==> config.mk <==
export PLATFORM = sky130hd
export DESIGN_NAME = lcd_hex_display_flat
export DESIGN_NICKNAME = d
export VERILOG_FILES = /design/src/rtl/lcd_hex_display_if.sv /design/src/rtl/lcd_hex_display.sv /design/src/flat_wrapper.sv
export SDC_FILE = /design/constraint.sdc
export NUM_CORES = 1
export LEC_CHECK = 0
export ABC_AREA = 1
export CORE_UTILIZATION = 50
export CTS_BUF_LIST = sky130_fd_sc_hd__clkbuf_8
export DETAILED_ROUTE_END_ITERATION = 6
export MAX_ROUTING_LAYER = met4
export PLACE_DENSITY = 0.79
export REMOVE_ABC_BUFFERS = 1
export SYNTH_ARGS = -nofsm -noshare
export SYNTH_HDL_FRONTEND = slang
export SYNTH_SLANG_ARGS = --single-unit
==> constraint.sdc <==
create_clock -name clk -period 3.45 [get_ports clk]
set_input_delay 0.69 -clock clk [delete_from_list [all_inputs] [get_ports clk]]
set_output_delay 0.69 -clock clk [all_outputs]
set_load 0.01 [all_outputs]
==> src/rtl/lcd_hex_display_if.sv <==
// lcd_hex_display_if: request/status handshake and LCD bus of lcd_hex_display
interface lcd_hex_display_if;
    logic start;
    logic [127:0] value;
    logic busy;
    logic done;
    logic lcd_rw;
    logic lcd_e;
    logic lcd_rs;
    logic [7:0] data;
    modport master (output start, value, input busy, done, lcd_rw, lcd_e, lcd_rs, data);
    modport slave (input start, value, output busy, done, lcd_rw, lcd_e, lcd_rs, data);
endinterface

==> src/rtl/lcd_hex_display.sv <==
// lcd_hex_display: HD44780 8-bit init plus 128-bit value printed as 32 lowercase hex chars
module lcd_hex_display #(
    parameter int POWERUP_CYCLES = 750000,
    parameter int E_PULSE_CYCLES = 12,
    parameter int CMD_WAIT_CYCLES = 2500,
    parameter int CLEAR_WAIT_CYCLES = 100000
) (
    input logic clk,
    input logic rst_n,
    lcd_hex_display_if.slave bus
);
    localparam int MAX_AB = POWERUP_CYCLES > E_PULSE_CYCLES ? POWERUP_CYCLES : E_PULSE_CYCLES;
    localparam int MAX_CD = CMD_WAIT_CYCLES > CLEAR_WAIT_CYCLES ? CMD_WAIT_CYCLES : CLEAR_WAIT_CYCLES;
    localparam int MAXC = MAX_AB > MAX_CD ? MAX_AB : MAX_CD;
    localparam int CW = $clog2(MAXC + 1);
    localparam logic [CW-1:0] PWR = CW'(POWERUP_CYCLES);
    localparam logic [CW-1:0] E_M1 = CW'(E_PULSE_CYCLES - 1);
    localparam logic [CW-1:0] CMD_M1 = CW'(CMD_WAIT_CYCLES - 1);
    localparam logic [CW-1:0] CLR_M1 = CW'(CLEAR_WAIT_CYCLES - 1);
    typedef enum logic [1:0] {PWRUP, INIT, IDLE, WRITE} state_t;
    typedef enum logic [1:0] {SETUP, PULSE, HOLD} phase_t;
    state_t state;
    phase_t phase;
    logic [CW-1:0] cnt;
    logic [5:0] idx;
    logic [5:0] nidx;
    logic [127:0] val;
    logic [4:0] pos;
    logic [3:0] nib;
    logic [7:0] init_cmd;
    logic [8:0] nb;
    logic last;
    logic hold_end;
    assign bus.lcd_rw = 1'b0;
    // nb is {rs, data} of the byte the FSM loads next: index 0 on entry, else idx+1
    always_comb begin
        nidx = (state == INIT || state == WRITE) ? idx + 6'd1 : 6'd0;
        pos = (nidx < 6'd17) ? 5'(nidx - 6'd1) : 5'(nidx - 6'd2);
        nib = 4'(val >> (7'd124 - {pos, 2'b00}));
        init_cmd = nidx[1:0] == 2'd0 ? 8'h38 : nidx[1:0] == 2'd1 ? 8'h0C :
                   nidx[1:0] == 2'd2 ? 8'h06 : 8'h01;
        nb = (state == PWRUP || state == INIT) ? {1'b0, init_cmd} :
             nidx == 6'd0 ? {1'b0, 8'h80} : nidx == 6'd17 ? {1'b0, 8'hC0} :
             {1'b1, nib < 4'd10 ? 8'h30 + 8'(nib) : 8'h57 + 8'(nib)};
        last = (state == INIT) ? idx == 6'd3 : idx == 6'd33;
        hold_end = cnt == ((!bus.lcd_rs && bus.data == 8'h01) ? CLR_M1 : CMD_M1);
    end
    always_ff @(posedge clk) begin
        if (!rst_n) begin
            state <= PWRUP;
            phase <= SETUP;
            cnt <= '0;
            idx <= '0;
            val <= '0;
            bus.busy <= 1'b1;
            bus.done <= 1'b0;
            bus.lcd_e <= 1'b0;
            bus.lcd_rs <= 1'b0;
            bus.data <= 8'h00;
        end else begin
            bus.done <= 1'b0;
            case (state)
                PWRUP: begin
                    cnt <= (cnt == PWR) ? '0 : cnt + 1'b1;
                    if (cnt == PWR) begin
                        state <= INIT;
                        phase <= SETUP;
                        idx <= '0;
                        {bus.lcd_rs, bus.data} <= nb;
                    end
                end
                IDLE: if (bus.start) begin
                    state <= WRITE;
                    phase <= SETUP;
                    idx <= '0;
                    val <= bus.value;
                    cnt <= '0;
                    bus.busy <= 1'b1;
                    {bus.lcd_rs, bus.data} <= nb;
                end
                default: case (phase)
                    SETUP: begin
                        phase <= PULSE;
                        bus.lcd_e <= 1'b1;
                        cnt <= '0;
                    end
                    PULSE: begin
                        cnt <= (cnt == E_M1) ? '0 : cnt + 1'b1;
                        if (cnt == E_M1) begin
                            phase <= HOLD;
                            bus.lcd_e <= 1'b0;
                        end
                    end
                    default: begin
                        cnt <= hold_end ? '0 : cnt + 1'b1;
                        if (hold_end && last) begin
                            state <= IDLE;
                            bus.busy <= 1'b0;
                            bus.done <= state == WRITE;
                        end else if (hold_end) begin
                            idx <= idx + 6'd1;
                            phase <= SETUP;
                            {bus.lcd_rs, bus.data} <= nb;
                        end
                    end
                endcase
            endcase
        end
    end
endmodule

==> src/flat_wrapper.sv <==
// flat-port wrapper written by rule: the top's interface ports become plain ports
module lcd_hex_display_flat 
#(
    parameter int POWERUP_CYCLES = 750000,
    parameter int E_PULSE_CYCLES = 12,
    parameter int CMD_WAIT_CYCLES = 2500,
    parameter int CLEAR_WAIT_CYCLES = 100000
)
  (clk, rst_n, bus_start, bus_value, bus_busy, bus_done, bus_lcd_rw, bus_lcd_e, bus_lcd_rs, bus_data);
  lcd_hex_display_if bus_i ();
  input logic clk;
  input logic rst_n;
  input wire logic [$bits(bus_i.start)-1:0] bus_start;
  input wire logic [$bits(bus_i.value)-1:0] bus_value;
  output wire logic [$bits(bus_i.busy)-1:0] bus_busy;
  output wire logic [$bits(bus_i.done)-1:0] bus_done;
  output wire logic [$bits(bus_i.lcd_rw)-1:0] bus_lcd_rw;
  output wire logic [$bits(bus_i.lcd_e)-1:0] bus_lcd_e;
  output wire logic [$bits(bus_i.lcd_rs)-1:0] bus_lcd_rs;
  output wire logic [$bits(bus_i.data)-1:0] bus_data;
  assign bus_i.start = bus_start;
  assign bus_i.value = bus_value;
  assign bus_busy = bus_i.busy;
  assign bus_done = bus_i.done;
  assign bus_lcd_rw = bus_i.lcd_rw;
  assign bus_lcd_e = bus_i.lcd_e;
  assign bus_lcd_rs = bus_i.lcd_rs;
  assign bus_data = bus_i.data;
  lcd_hex_display #(.POWERUP_CYCLES(POWERUP_CYCLES), .E_PULSE_CYCLES(E_PULSE_CYCLES), .CMD_WAIT_CYCLES(CMD_WAIT_CYCLES), .CLEAR_WAIT_CYCLES(CLEAR_WAIT_CYCLES)) u_core (.clk(clk), .rst_n(rst_n), .bus(bus_i));
endmodule
==> results of run 1 <==
-- state kept, by name, summed over array words and instances, names as in the netlist --
| name | flops |
|---|---|
| u_core.val | 128 |
| u_core.bus.busy | 1 |
| u_core.bus.lcd_e | 1 |
| u_core.idx | 6 |
| u_core.state | 2 |
| u_core.bus.data | 8 |
| u_core.phase | 2 |
| u_core.bus.lcd_rs | 1 |
| u_core.cnt | 20 |
| u_core.bus.done | 1 |
-- layout make-up --
class | instances | share of cell area (%)
repair buffers | 168 | 15.3
multi-input cells | 853 | 40.9
clock buffers | 17 | 2.19
flip-flops and latches | 170 | 31.9
inverters | 163 | 5.76
well taps | 220 | 2.57
clock inverters | 15 | 1.40
-- cells in the mapped netlist --
master / n / area [sq um]
nand2_1: 242 / 908
nand3_1: 192 / 961
dfxtp_1: 170 / 3400
inv_1: 158 / 593
a21oi_1: 154 / 771
o21ai_0: 100 / 500
clkbuf_1: 53 / 199
nor2_1: 43 / 161
o211ai_1: 17 / 128
nor3_1: 15 / 75.1
buf_4: 14 / 105
nand4_1: 11 / 68.8
nor4_1: 11 / 68.8
ha_1: 10 / 125
nand2_2: 8 / 50.1
nand2_4: 8 / 90.1
nand3_2: 8 / 80.1
a211oi_1: 5 / 37.5
buf_2: 5 / 25.0
a31oi_1: 3 / 18.8
inv_2: 3 / 11.3
o2111ai_1: 3 / 26.3
buf_6: 2 / 22.5
buf_8: 2 / 30.0
clkinv_1: 2 / 7.51
nand3b_1: 2 / 15.0
o21ai_2: 2 / 17.5
o221ai_1: 2 / 17.5
xnor2_1: 2 / 17.5
a21oi_2: 1 / 8.76
conb_1: 1 / 3.75
nand2_8: 1 / 20.0
nand3_4: 1 / 17.5
nor2_2: 1 / 6.26
nor2_4: 1 / 11.3
o21ai_4: 1 / 16.3
o311ai_0: 1 / 8.76
o31ai_1: 1 / 7.51
o41ai_1: 1 / 8.76
or3_1: 1 / 6.26
xor2_1: 1 / 8.76
-- worst max-delay path by stage --
stage	slack, ns	cells after the start	start	end
floorplan	-2.67	5	u_core.state[1]	u_core.val[0]
global placement	0.12	24	u_core.idx[1]	u_core.bus.data[2]
detailed placement	0.02	22	u_core.idx[1]	u_core.bus.data[2]
CTS	0.01	24	u_core.idx[1]	u_core.bus.data[2]
global route	-0.02	25	u_core.idx[1]	u_core.bus.data[2]
finish	0.25	19	u_core.idx[1]	u_core.bus.data[1]
-- critical path, delay by kind of cell (launching register included) --
kind | cells | cell delay [ns]
AOI/OAI and AO/OA | 2 | 0.22
and+or+nand+nor | 12 | 1.47
DFF | 1 | 0.38
adders and majority gates | 3 | 0.70
buffers and inverters | 2 | 0.37
-- stage by stage --
stage	cells	cell area, sq um	worst slack (ns)	util (%)	TNS (ns)
after global placement	1569	10200	0.121	60.8	0
after floorplan	1183	8280	-2.67	-	-325.61
after global routing	1606	10700	-0.0237	63.8	-0.0237
after CTS	1601	10600	0.0110	63.1	0
after detailed placement	1569	10200	0.0245	60.8	0
final	1606	10700	0.253	63.8	0
-- metal layers --
layer	global-route usage [%]	vias to the layer above	part of all wire (%)
li1	-	4402	-
met1	36.6	3971	47
met2	42.8	289	46
met3	4.49	35	5.7
met4	8.21	0	1.7
met5	-	-	0
-- power by group through the flow --
stage	sequential [mW]	clock, mW	combinational [mW]
3_5_place_dp	2.01	0	0.228
5_1_grt	1.97	1.48	0.246
3_3_place_gp	2.01	0	0.226
6_report	1.97	1.38	0.228
4_1_cts	1.97	1.39	0.229
2_1_floorplan	2.01	0	0.0419
-- repair_timing --
| item | 4_1_cts | 5_1_grt |
|---|---|---|
| buffers inserted | 0 | 2 |
| endpoints found under the hold margin | 0 | 0 |
| endpoints found under the setup margin | 0 | 6 |
| resized for setup | 0 | 16 |
-- cell families (layout without fill, tap and decap cells) --
kind of cell	count (synthesis)	after routing	share of synthesized area, %
simple gates	545	548	29.3
compound gates	291	291	18.1
buf+inv	239	363	11.5
flops	170	170	39.3
fa+ha+maj	10	10	1.45
xor+xnor	3	3	0.304
other cells	1	1	0.0433
==> flow_metrics.env, run 1 <==
export IMPL_cts_tree="done"
export IMPL_portBuffers=142
export IMPL_p_leak_nw=4.17
export IMPL_dr_pass1_iters=5
export IMPL_grt_overflow=0
export IMPL_switchingPower_mw=0.928
export IMPL_via_per_inst=5.42
export IMPL_power_internal_mw=2.64
export IMPL_cts_buffers=17
export IMPL_multiInputGateArea_sq_mm=0.00437
export IMPL_std_cell_rows=47
export IMPL_clock_sinks=170
export IMPL_slew_viol_final=0
export IMPL_diodes=0
export IMPL_grt_pass1_vias=8003
export IMPL_areaGrowthSynthToFinish_pct=23.5
export IMPL_fp_dieW_microns=134
export IMPL_clock_path_buffers=2
export IMPL_finalSetupViolations=0
export IMPL_yosys_warnings=0
export IMPL_finalClockSkew_ns=0.0115
export IMPL_relSlewSlack_pct=59.1
export IMPL_ys_types=41
export IMPL_crit_type="flip-flop to flip-flop"
export IMPL_ys_ff_latch=170
export IMPL_dieArea_sq_mm=0.0178
export IMPL_die_h_microns=134
export IMPL_min_to="u_core.val[4]"
export IMPL_cp_arrival_ns=3.60
export IMPL_switching_share_pct=26.0
export IMPL_fmax_mhz=313
export IMPL_drt_antenna_violating_nets=0
export IMPL_worstPathCellList="ha_1 -> nand2_1 -> ha_1 -> inv_1 -> nor2_2 -> nand2_4 -> nand2_4 -> nand2_8 -> nand2_1 -> o21ai_4 -> inv_2 -> nand3_1 -> nand3_1 -> nand3_1 -> nand2_2 -> ha_1 -> nand3_1 -> nand3_1 -> a21oi_1"
export IMPL_seq_area_sq_mm=0.00341
export IMPL_r2r_start="u_core.idx[1]"
export IMPL_worstMarginPinSlew_ns=0.613
export IMPL_pwr_share_comb_pct=6.4
export IMPL_crit_top_cell="nand3_1"
export IMPL_outcome="finished clean"
export IMPL_finalHoldViolCount=0
export IMPL_r2r_cells=19
export IMPL_clkTransAtPathRegs_ns=0.09
export IMPL_ir_drop_mv=0.230
export IMPL_drive_gt1_share_pct=7.58
export IMPL_power_mw=3.57
export IMPL_seq_area_frac_synth_pct=39.3
export IMPL_layout_commonest_cell="nand2_1"
export IMPL_critPathMaxFanout=16
export IMPL_slowest_delay_ns=0.38
export IMPL_cts_root_buf="clkbuf_8"
export IMPL_hp_class="flip-flop to flip-flop"
export IMPL_insertion_delay_ns=0.47
export IMPL_period_minus_slack_ns=3.20
export IMPL_ioPinCount=144
export IMPL_synth_area_sq_mm=0.00866
export IMPL_fin_nets=1514
export IMPL_min_path_cells=2
export IMPL_dp_hpwl_microns=16800
export IMPL_reg2reg_slack_ns=0.25
export IMPL_synth_cells=1259
export IMPL_grt_usage_pct=27.5
export IMPL_required_ns=3.86
export IMPL_core_sq_mm=0.0168
export IMPL_grt_antenna_before_repair=0
export IMPL_power_density_mw_per_mm2=334
export IMPL_start_kind="flip-flop"
export IMPL_wire_per_inst_microns=14.8
export IMPL_end_kind="flip-flop"
export IMPL_gp_congestion=0.930
export IMPL_grt_max_degree=90
export IMPL_sequentialPowerShare_pct=55.0
export IMPL_initial_utilization_pct=51.7
export IMPL_hold_slack_ns=0.459
export IMPL_hold_buffers=0
export IMPL_final_cell_mix="241 x nand2_1, 192 x nand3_1, 168 x dfxtp_1"
export IMPL_dr_first_iter_drc_count=801
export IMPL_power_frac_clock_pct=38.6
export IMPL_grt_pass1_wl_microns=38400
export IMPL_reg2reg_to="u_core.bus.data[1]"
export IMPL_fin_crit_sh_pct=92.7
export IMPL_num_vias=8697
export IMPL_fillers=1559
export IMPL_maxCapViolCount=0
export IMPL_slowest_stage="dfxtp_4"
export IMPL_hp_start="u_core.val[4]"
export IMPL_h_tree_depth=4
export IMPL_drcViolationCount=0
export IMPL_wl_microns=23800
export IMPL_synth_area_per_cell_sq_um=6.88
(Power assumes the default switching activity.)
==> inputs of run 2 (changes only) <==
--- a/config.mk
+++ b/config.mk
@@ -12,6 +12,7 @@
 export MAX_ROUTING_LAYER = met4
 export PLACE_DENSITY = 0.79
 export REMOVE_ABC_BUFFERS = 1
+export SLEW_MARGIN = 5
 export SYNTH_ARGS = -nofsm -noshare
 export SYNTH_HDL_FRONTEND = slang
 export SYNTH_SLANG_ARGS = --single-unit
==> results of run 2 <==
Same layout as run 1: the final DEF is identical, and so are final timing and power.
==> inputs of run 3 (changes only) <==
--- a/config.mk
+++ b/config.mk
@@ -6,8 +6,10 @@
 export NUM_CORES = 1
 export LEC_CHECK = 0
 export ABC_AREA = 1
+export CORE_MARGIN = 2
 export CORE_UTILIZATION = 50
 export CTS_BUF_LIST = sky130_fd_sc_hd__clkbuf_8
+export CTS_CLUSTER_SIZE = 12
 export DETAILED_ROUTE_END_ITERATION = 6
 export MAX_ROUTING_LAYER = met4
 export PLACE_DENSITY = 0.79
==> flow_metrics.env, run 3 (synthesis results as in run 1) <==
export IMPL_grt_max_degree=68
export IMPL_die_h_microns=136
export IMPL_drcViolationCount=0
export IMPL_dieArea_sq_mm=0.0184
export IMPL_p_leak_nw=4.17
export IMPL_r2r_cells=21
export IMPL_pwr_share_comb_pct=6.4
export IMPL_num_vias=8728
export IMPL_insertion_delay_ns=0.47
export IMPL_wl_microns=23500
export IMPL_hp_start="u_core.val[39]"
export IMPL_power_mw=3.57
export IMPL_clock_path_buffers=2
export IMPL_fmax_mhz=313
export IMPL_tns_ns=0
export IMPL_crit_top_cell="nand2_1"
export IMPL_ir_drop_mv=0.234
export IMPL_critPathMaxFanout=9
export IMPL_required_ns=3.85
export IMPL_switching_share_pct=24.4
export IMPL_reg2reg_to="u_core.bus.data[2]"
export IMPL_dr_pass1_iters=5
export IMPL_start_kind="flip-flop"
export IMPL_crit_type="flip-flop to flip-flop"
export IMPL_cts_buffers=17
export IMPL_reg2reg_slack_ns=0.26
export IMPL_cts_resized_gates=0
export IMPL_clkTransAtPathRegs_ns=0.10
export IMPL_cpLargestDelayFamily="simple AND/OR/NAND/NOR gates"
export IMPL_period_minus_slack_ns=3.19
export IMPL_drt_antenna_violating_nets=0
export IMPL_finalHoldViolCount=0
export IMPL_worstMarginPinSlew_ns=0.614
export IMPL_initial_utilization_pct=50.6
export IMPL_end_kind="flip-flop"
export IMPL_cp_arrival_ns=3.59
export IMPL_worst_path_buf_inv=2
export IMPL_sequentialPowerShare_pct=55.1
export IMPL_layout_commonest_cell="nand2_1"
export IMPL_slowest_stage="dfxtp_2"
export IMPL_dp_hpwl_microns=16800
export IMPL_grt_usage_pct=26.5
export IMPL_areaGrowthSynthToFinish_pct=23.2
export IMPL_core_sq_mm=0.0171
export IMPL_r2r_start="u_core.idx[0]"
export IMPL_drive_gt1_share_pct=7.30
export IMPL_min_to="u_core.val[39]"
export IMPL_hp_class="flip-flop to flip-flop"
export IMPL_dr_first_iter_drc_count=886
export IMPL_hold_buffers=0
export IMPL_outcome="finished clean"
export IMPL_portBuffers=142
export IMPL_power_frac_clock_pct=38.5
export IMPL_finalClockSkew_ns=0.0160
export IMPL_largest_reg_flops=128
export IMPL_fp_dieW_microns=136
export IMPL_slowest_delay_ns=0.35
export IMPL_maxCapViolCount=0
export IMPL_gp_congestion=0.896
export IMPL_min_path_cells=2
export IMPL_grt_overflow=0
export IMPL_worstPathCellList="ha_1 -> nand2_1 -> nand2_1 -> nor2_1 -> inv_1 -> ha_1 -> nand2_1 -> nand2_1 -> xnor2_1 -> nand2_1 -> nand2_2 -> clkinvlp_4 -> nand3_1 -> nand3_1 -> nand2_2 -> ha_1 -> nand3b_1 -> nand2_1 -> nand3_1 -> nand2_1 -> a21oi_2"
export IMPL_power_internal_mw=2.70
export IMPL_reg_largest_list="u_core.val: 128 flops, u_core.cnt: 20 flops, u_core.bus.data: 8 flops"
export IMPL_wire_per_inst_microns=14.6
export IMPL_ioPinCount=144
export IMPL_largest_register="u_core.val"
export IMPL_switchingPower_mw=0.871
export IMPL_fin_nets=1513
export IMPL_fin_crit_sh_pct=92.5
export IMPL_diodes=0
export IMPL_cts_tree="done"
export IMPL_power_density_mw_per_mm2=334
export IMPL_cts_root_buf="clkbuf_8"
export IMPL_final_cell_mix="241 x nand2_1, 192 x nand3_1, 169 x dfxtp_1"
export IMPL_grt_pass1_vias=8053
export IMPL_h_tree_depth=4
export IMPL_std_cell_rows=48
export IMPL_post_cts_buffers=0
export IMPL_grt_pass1_wl_microns=38200
export IMPL_via_per_inst=5.42
export IMPL_relSlewSlack_pct=59.1
export IMPL_clock_sinks=170
export IMPL_slew_viol_final=0
export IMPL_grt_antenna_before_repair=0
export IMPL_finalSetupViolations=0
-- run 3: changes by cell type in the layout (fill, tap and decap cells not counted), sizes merged --
cell,change
clkinvlp,-1
nand2,-1
inv,+1
clkinv,-2
bufinv,+1
-- run 3: area by class of cell --
class	instances	area [sq um]
fill	1548	6450
multi-input combinational	852	4340
sequential	170	3400
timing repair buffer	168	1660
inverter	163	616
tap	225	282
clock buffer	17	234
clock inverter	14	135
-- run 3: metal layers --
| layer | vias up | track usage [%] | part of all wire, % |
|---|---|---|---|
| met5 | - | - | 0 |
| met4 | 0 | 7.52 | 1.4 |
| met3 | 34 | 5.16 | 5.2 |
| met2 | 270 | 41.4 | 47 |
| met1 | 4026 | 35.2 | 46 |
| li1 | 4398 | - | - |
-- run 3: worst max-delay path by stage --
stage                              end  cells after the start             from
global placement    u_core.bus.data[2]                     22    u_core.idx[0]
detailed placement  u_core.bus.data[2]                     24    u_core.idx[0]
CTS                 u_core.bus.data[2]                     21    u_core.idx[0]
global route        u_core.bus.data[2]                     24  u_core.state[0]
finish              u_core.bus.data[2]                     21    u_core.idx[0]
floorplan                u_core.val[0]                      5  u_core.state[1]
-- run 3: stage by stage --
step           instance area, sq um  hold slack, ns  cells  setup WS [ns]  util (%)
2_1_floorplan                  8280           0.429   1183          -2.67         -
3_3_place_gp                  10200           0.440   1576          0.231      59.7
3_5_place_dp                  10200           0.444   1576         0.0987      59.7
4_1_cts                       10600           0.458   1607         0.0669      61.8
5_1_grt                       10700           0.470   1609       -0.00271      62.3
6_report                      10700           0.456   1609          0.259      62.3
-- run 3: power groups by stage --
stage	combinational, mW	clock, mW	sequential [mW]
6_report	0.228	1.37	1.97
5_1_grt	0.247	1.46	1.97
4_1_cts	0.229	1.39	1.97
3_5_place_dp	0.229	0	2.01
3_3_place_gp	0.227	0	2.01
2_1_floorplan	0.0419	0	2.01
-- run 3: tightest hold or removal path: stages, from the launching register on --
cell,delay [ns]
dfxtp_1,0.31
inv_1,0.06
a21oi_1,0.05
==> variant 1: new RTL, config.mk and constraints of run 2 <==
Encoding of `state_t`: now one-hot (4 bits for 4 states).
--- a/src/rtl/lcd_hex_display.sv
+++ b/src/rtl/lcd_hex_display.sv
@@ -17,7 +17,7 @@
     localparam logic [CW-1:0] E_M1 = CW'(E_PULSE_CYCLES - 1);
     localparam logic [CW-1:0] CMD_M1 = CW'(CMD_WAIT_CYCLES - 1);
     localparam logic [CW-1:0] CLR_M1 = CW'(CLEAR_WAIT_CYCLES - 1);
-    typedef enum logic [1:0] {PWRUP, INIT, IDLE, WRITE} state_t;
+    typedef enum logic [3:0] {PWRUP = 4'b0001, INIT = 4'b0010, IDLE = 4'b0100, WRITE = 4'b1000} state_t;
     typedef enum logic [1:0] {SETUP, PULSE, HOLD} phase_t;
     state_t state;
     phase_t phase;
Formal check against the unedited RTL: same outputs for any inputs over 4 cycles, from zero or initial values and one cycle with rst_n low; so few cycles prove little.
==> variant 1 against run 2 <==
Sequential cell count up 2. Worst setup slack worse by 0.028 ns. Count of clock-buffer cells in the layout unchanged. Hold slack better by 0.0024 ns. Global-route usage down 0.60 points. Synthesized cell count down 1.4%. Area after synthesis down 1.7%. Routed wire length down 3.7%. Cell area down 0.67%. Critical path type unchanged. Highest routed layer unchanged.
Power is not compared: it rests on default switching activity, and its combinational part moved more than twofold at a synthesized area within 25%.
==> variant 1: results (changes against run 2) <==
fin crit share=93.5% (+0.82 points); top cell type's share of synthesized area=40.4% (+1.1 points); slowest stage delay, CP=0.42 ns (+0.04 ns); Setup crit end=u_core.bus.data[2]; synth top area cells=dfxtp_1 (40%), nand3_1 (11%), nand2_1 (11%); Max Clock Skew=0.0125 ns (+0.00104 ns); status=finished clean; Adder-Cell Fraction of Synth Area=1.47% (+0.024 points); worst slew pin tran=0.687 ns (+0.0740 ns); R2R depth=23 (+4); Crit Reg-Reg Endpoint=u_core.bus.data[2]; met1 usage=34.4% (-2.1 points); Nets=1,496 (-1.2%); vias per cell=5.45 (+0.67%); worst skew pair latency=0.48 ns; mux share of post-synthesis cell area=0% (unchanged); Area after DPL=0.0101 mm² (-0.75%); initial drt markers=707 (-12%); grt met3 use=4.90% (+0.41 points); global-route wire length before repair=37.3 mm (-2.7%); fin cells=1,588 (-1.1%); post-detail-place hpwl=16.0 mm (-4.7%); Post-synth top cells=nand2_1 (243), nand3_1 (192), dfxtp_1 (172), a21oi_1 (158), inv_1 (143); Hold Crit Endpoint=u_core.val[49]; Synth Instances=1,242 (-1.4%); All-Layer GR Usage=26.9% (-0.60 points); register-to-register setup slack=0.22 ns (-0.03 ns); Synth Area in XOR/XNOR=1.13% (+0.83 points); min-delay src=u_core.val[49]; post-synthesis compound-gate area fraction=17.9% (-0.16 points); Longest Clk Path Bufs=2 (unchanged); average wire per standard cell=14.4 µm (-2.6%); Place WS=-0.0402 ns (-0.0647 ns); Critical Path AT=3.59 ns (about the same); vias in the first global route=7,857 (-1.8%); M2 GR Usage=43.3% (+0.48 points); Placer Congestion=0.919 (-1.1%); worst-path maximum fanout=13 (-3); CP max stage cell=dfxtp_1; Filler cells=1,503 (-3.6%); hold slack=0.462 ns (+0.00237 ns); share of the yosys chip area belonging to registers=40.4% (+1.1 points)
[variant 1: worst max-delay path, delay by kind of cell, from the launching register on]
kind                       cells  cell delay [ns]
adders and majority gates      3             0.69
and+or+nand+nor               16             1.58
AOI/OAI and AO/OA              2             0.18
DFF                            1             0.42
buffers and inverters          2             0.23
[variant 1: what timing repair did]
item,CTS,global route
setup endpoints to repair,1,6
buffers inserted,0,1
resized for setup,2,15
hold buffers,0,0
pin swaps,0,2
gates cloned,0,2
[variant 1: area by class of cell]
cell class | count | area [µm²] | area share (%)
clock inverters | 15 | 151 | 1.43
repair buffers | 171 | 1730 | 16.3
flip-flops and latches | 172 | 3440 | 32.4
multi-input cells | 846 | 4220 | 39.8
clock buffers | 17 | 234 | 2.20
inverters | 147 | 568 | 5.35
well taps | 220 | 275 | 2.59
[variant 1: layer usage]
metal / part of all wire (%) / routed length (µm)
met1: 45 / 10200
met2: 47 / 10700
met3: 6.6 / 1500
met4: 1.8 / 408
met5: 0 / 0
==> variant 2: new RTL, config.mk and constraints of run 2 <==
Made on the original files. `CLEAR_WAIT_CYCLES` is set to 100000 in 2 places; all go to 50000.
--- a/src/rtl/lcd_hex_display.sv
+++ b/src/rtl/lcd_hex_display.sv
@@ -3,7 +3,7 @@
     parameter int POWERUP_CYCLES = 750000,
     parameter int E_PULSE_CYCLES = 12,
     parameter int CMD_WAIT_CYCLES = 2500,
-    parameter int CLEAR_WAIT_CYCLES = 100000
+    parameter int CLEAR_WAIT_CYCLES = 50000
 ) (
     input logic clk,
     input logic rst_n,
--- a/src/flat_wrapper.sv
+++ b/src/flat_wrapper.sv
@@ -4,7 +4,7 @@
     parameter int POWERUP_CYCLES = 750000,
     parameter int E_PULSE_CYCLES = 12,
     parameter int CMD_WAIT_CYCLES = 2500,
-    parameter int CLEAR_WAIT_CYCLES = 100000
+    parameter int CLEAR_WAIT_CYCLES = 50000
 )
   (clk, rst_n, bus_start, bus_value, bus_busy, bus_done, bus_lcd_rw, bus_lcd_e, bus_lcd_rs, bus_data);
   lcd_hex_display_if bus_i ();
Function: no difference found for any inputs over 4 cycles, from zero or initial values and one cycle with rst_n low; that may be too few to reach the edited logic, so the function may still have changed.
==> variant 2 against run 2 <==
Cell area decreased by 2.8%. Sequential cell count unchanged. Via count decreased by 5.7%. Total power is 0.65% higher. Cell count down 2.2%. Area after synthesis is 2.7% lower. Fmax is 0.91% higher. Routed wire length decreased by 8.3%. First-iteration DRC count shrank 20%. Critical path depth is 6 higher. Worst setup slack improved by 0.029 ns.
==> variant 2: results (changes against run 2) <==
Post-synth top cells=nand2_1 (284), dfxtp_1 (170), a21oi_1 (155), inv_1 (153), nand3_1 (144); CP max stage cell=dfxtp_1; status=finished clean; vias in the first global route=7,476 (-6.6%); initial antenna violation count=0 (unchanged); Nets=1,480 (-2.2%); slowest stage delay, CP=0.32 ns (-0.06 ns); cell family with most CP delay=simple AND/OR/NAND/NOR gates; Root Driver=clkbuf_8; Area after DPL=0.00995 mm² (-2.3%); Pins Over Slew Limit=0 (unchanged); Largest regs=u_core.val: 128 flops, u_core.cnt: 20 flops, u_core.bus.data: 8 flops; Placer Congestion=0.898 (-3.3%); pin count of the biggest net entering global routing=212 (+140%); Synth Warn #=0 (unchanged); ys async rst share=0% (unchanged); initial drt markers=643 (-20%); Critical Path AT=3.53 ns (-0.07 ns); All-Layer GR Usage=26.2% (-1.3 points); Num CTS Buffers=17 (unchanged); Peak supply drop=0.251 mV (+9.0%); synth top area cells=dfxtp_1 (40%), nand2_1 (13%), a21oi_1 (9.2%); layout cell share with drive strength beyond 1=7.40% (-0.17 points); port bufs=142 (unchanged); worst slew pin tran=0.996 ns (+0.383 ns); Routed WL=21.8 mm (-8.3%); Max Clock Skew=0.0134 ns (+0.00196 ns); worst-path maximum fanout=24 (+8); vias per cell=5.22 (-3.6%); Longest Clk Path Bufs=2 (unchanged); average wire per standard cell=13.9 µm (-6.3%); synth unique cells=40 (-2.4%); clock-pin slew on the worst setup and hold paths=0.09 ns (about the same); Antenna Cells=0 (unchanged); Synth Instances=1,226 (-2.6%); global-route wire length before repair=36.1 mm (-6.0%); share of the yosys chip area belonging to registers=40.4% (+1.1 points); Place WS=0.156 ns (+0.131 ns); worst skew pair latency=0.47 ns (about the same); multi-input logic area=0.00411 mm² (-6.1%); Synth Flop Type=dfxtp_1; Filler cells=1,496 (-4.0%); CTS HTree Levels=4 (unchanged); post-detail-place hpwl=15.3 mm (-8.9%); worst min path class=flip-flop to flip-flop; Initial DRT Pass Iterations=5 (unchanged); Leak=4.11 nW (-1.3%)
-- variant 2: cells by family (layout without fill, tap and decap cells) --
group / count (synthesis) / after routing / synth area share, %
xor gates and xnor gates: 2 / 2 / 0.208
DFF: 170 / 170 / 40.4
buffers and inverters: 230 / 355 / 11.3
and+or+nand+nor: 522 / 522 / 28.3
other: 1 / 1 / 0.0445
AOI/OAI and AO/OA: 291 / 291 / 18.3
adders and majority gates: 10 / 10 / 1.49
-- variant 2: worst paths after layout --
path | slack [ns] | end | startpoint | cells past startpoint
hold reg to reg | 0.46 | u_core.val[92] | u_core.val[92] | 2
hold / removal | 0.46 | u_core.val[92] | u_core.val[92] | 2
setup reg to reg | 0.28 | u_core.bus.data[2] | u_core.idx[0] | 25
setup / recovery | 0.28 | u_core.bus.data[2] | u_core.idx[0] | 25
-- variant 2: layout make-up --
| class | count | share of cell area [%] |
|---|---|---|
| Multi-Input combinational cell | 826 | 39.5 |
| Sequential cell | 170 | 32.7 |
| Timing Repair Buffer | 164 | 15.6 |
| Inverter | 160 | 5.81 |
| Tap cell | 220 | 2.65 |
| Clock buffer | 19 | 2.51 |
| Clock inverter | 12 | 1.25 |
-- variant 2: power breakdown --
group | switching, W | total [W] | leakage (nW) | internal [W]
Clock | 0.000781 | 0.00141 | 0.191 | 0.000628
Combinational | 0.0000768 | 0.000220 | 2.55 | 0.000143
Sequential | 0.00000286 | 0.00197 | 1.37 | 0.00196
Total | 0.000861 | 0.00360 | 4.11 | 0.00273
-- variant 2: timing repair --
item	in CTS	in global routing
gates resized for setup	0	7
setup buffers	0	2
setup endpoints to repair	0	6
-- variant 2: per-layer routing --
metal  GRT usage, %  routed length (µm)
met3           4.00                1220
met4           8.79                 420
met5              -                   0
met1           34.9                9990
met2           40.7               10100
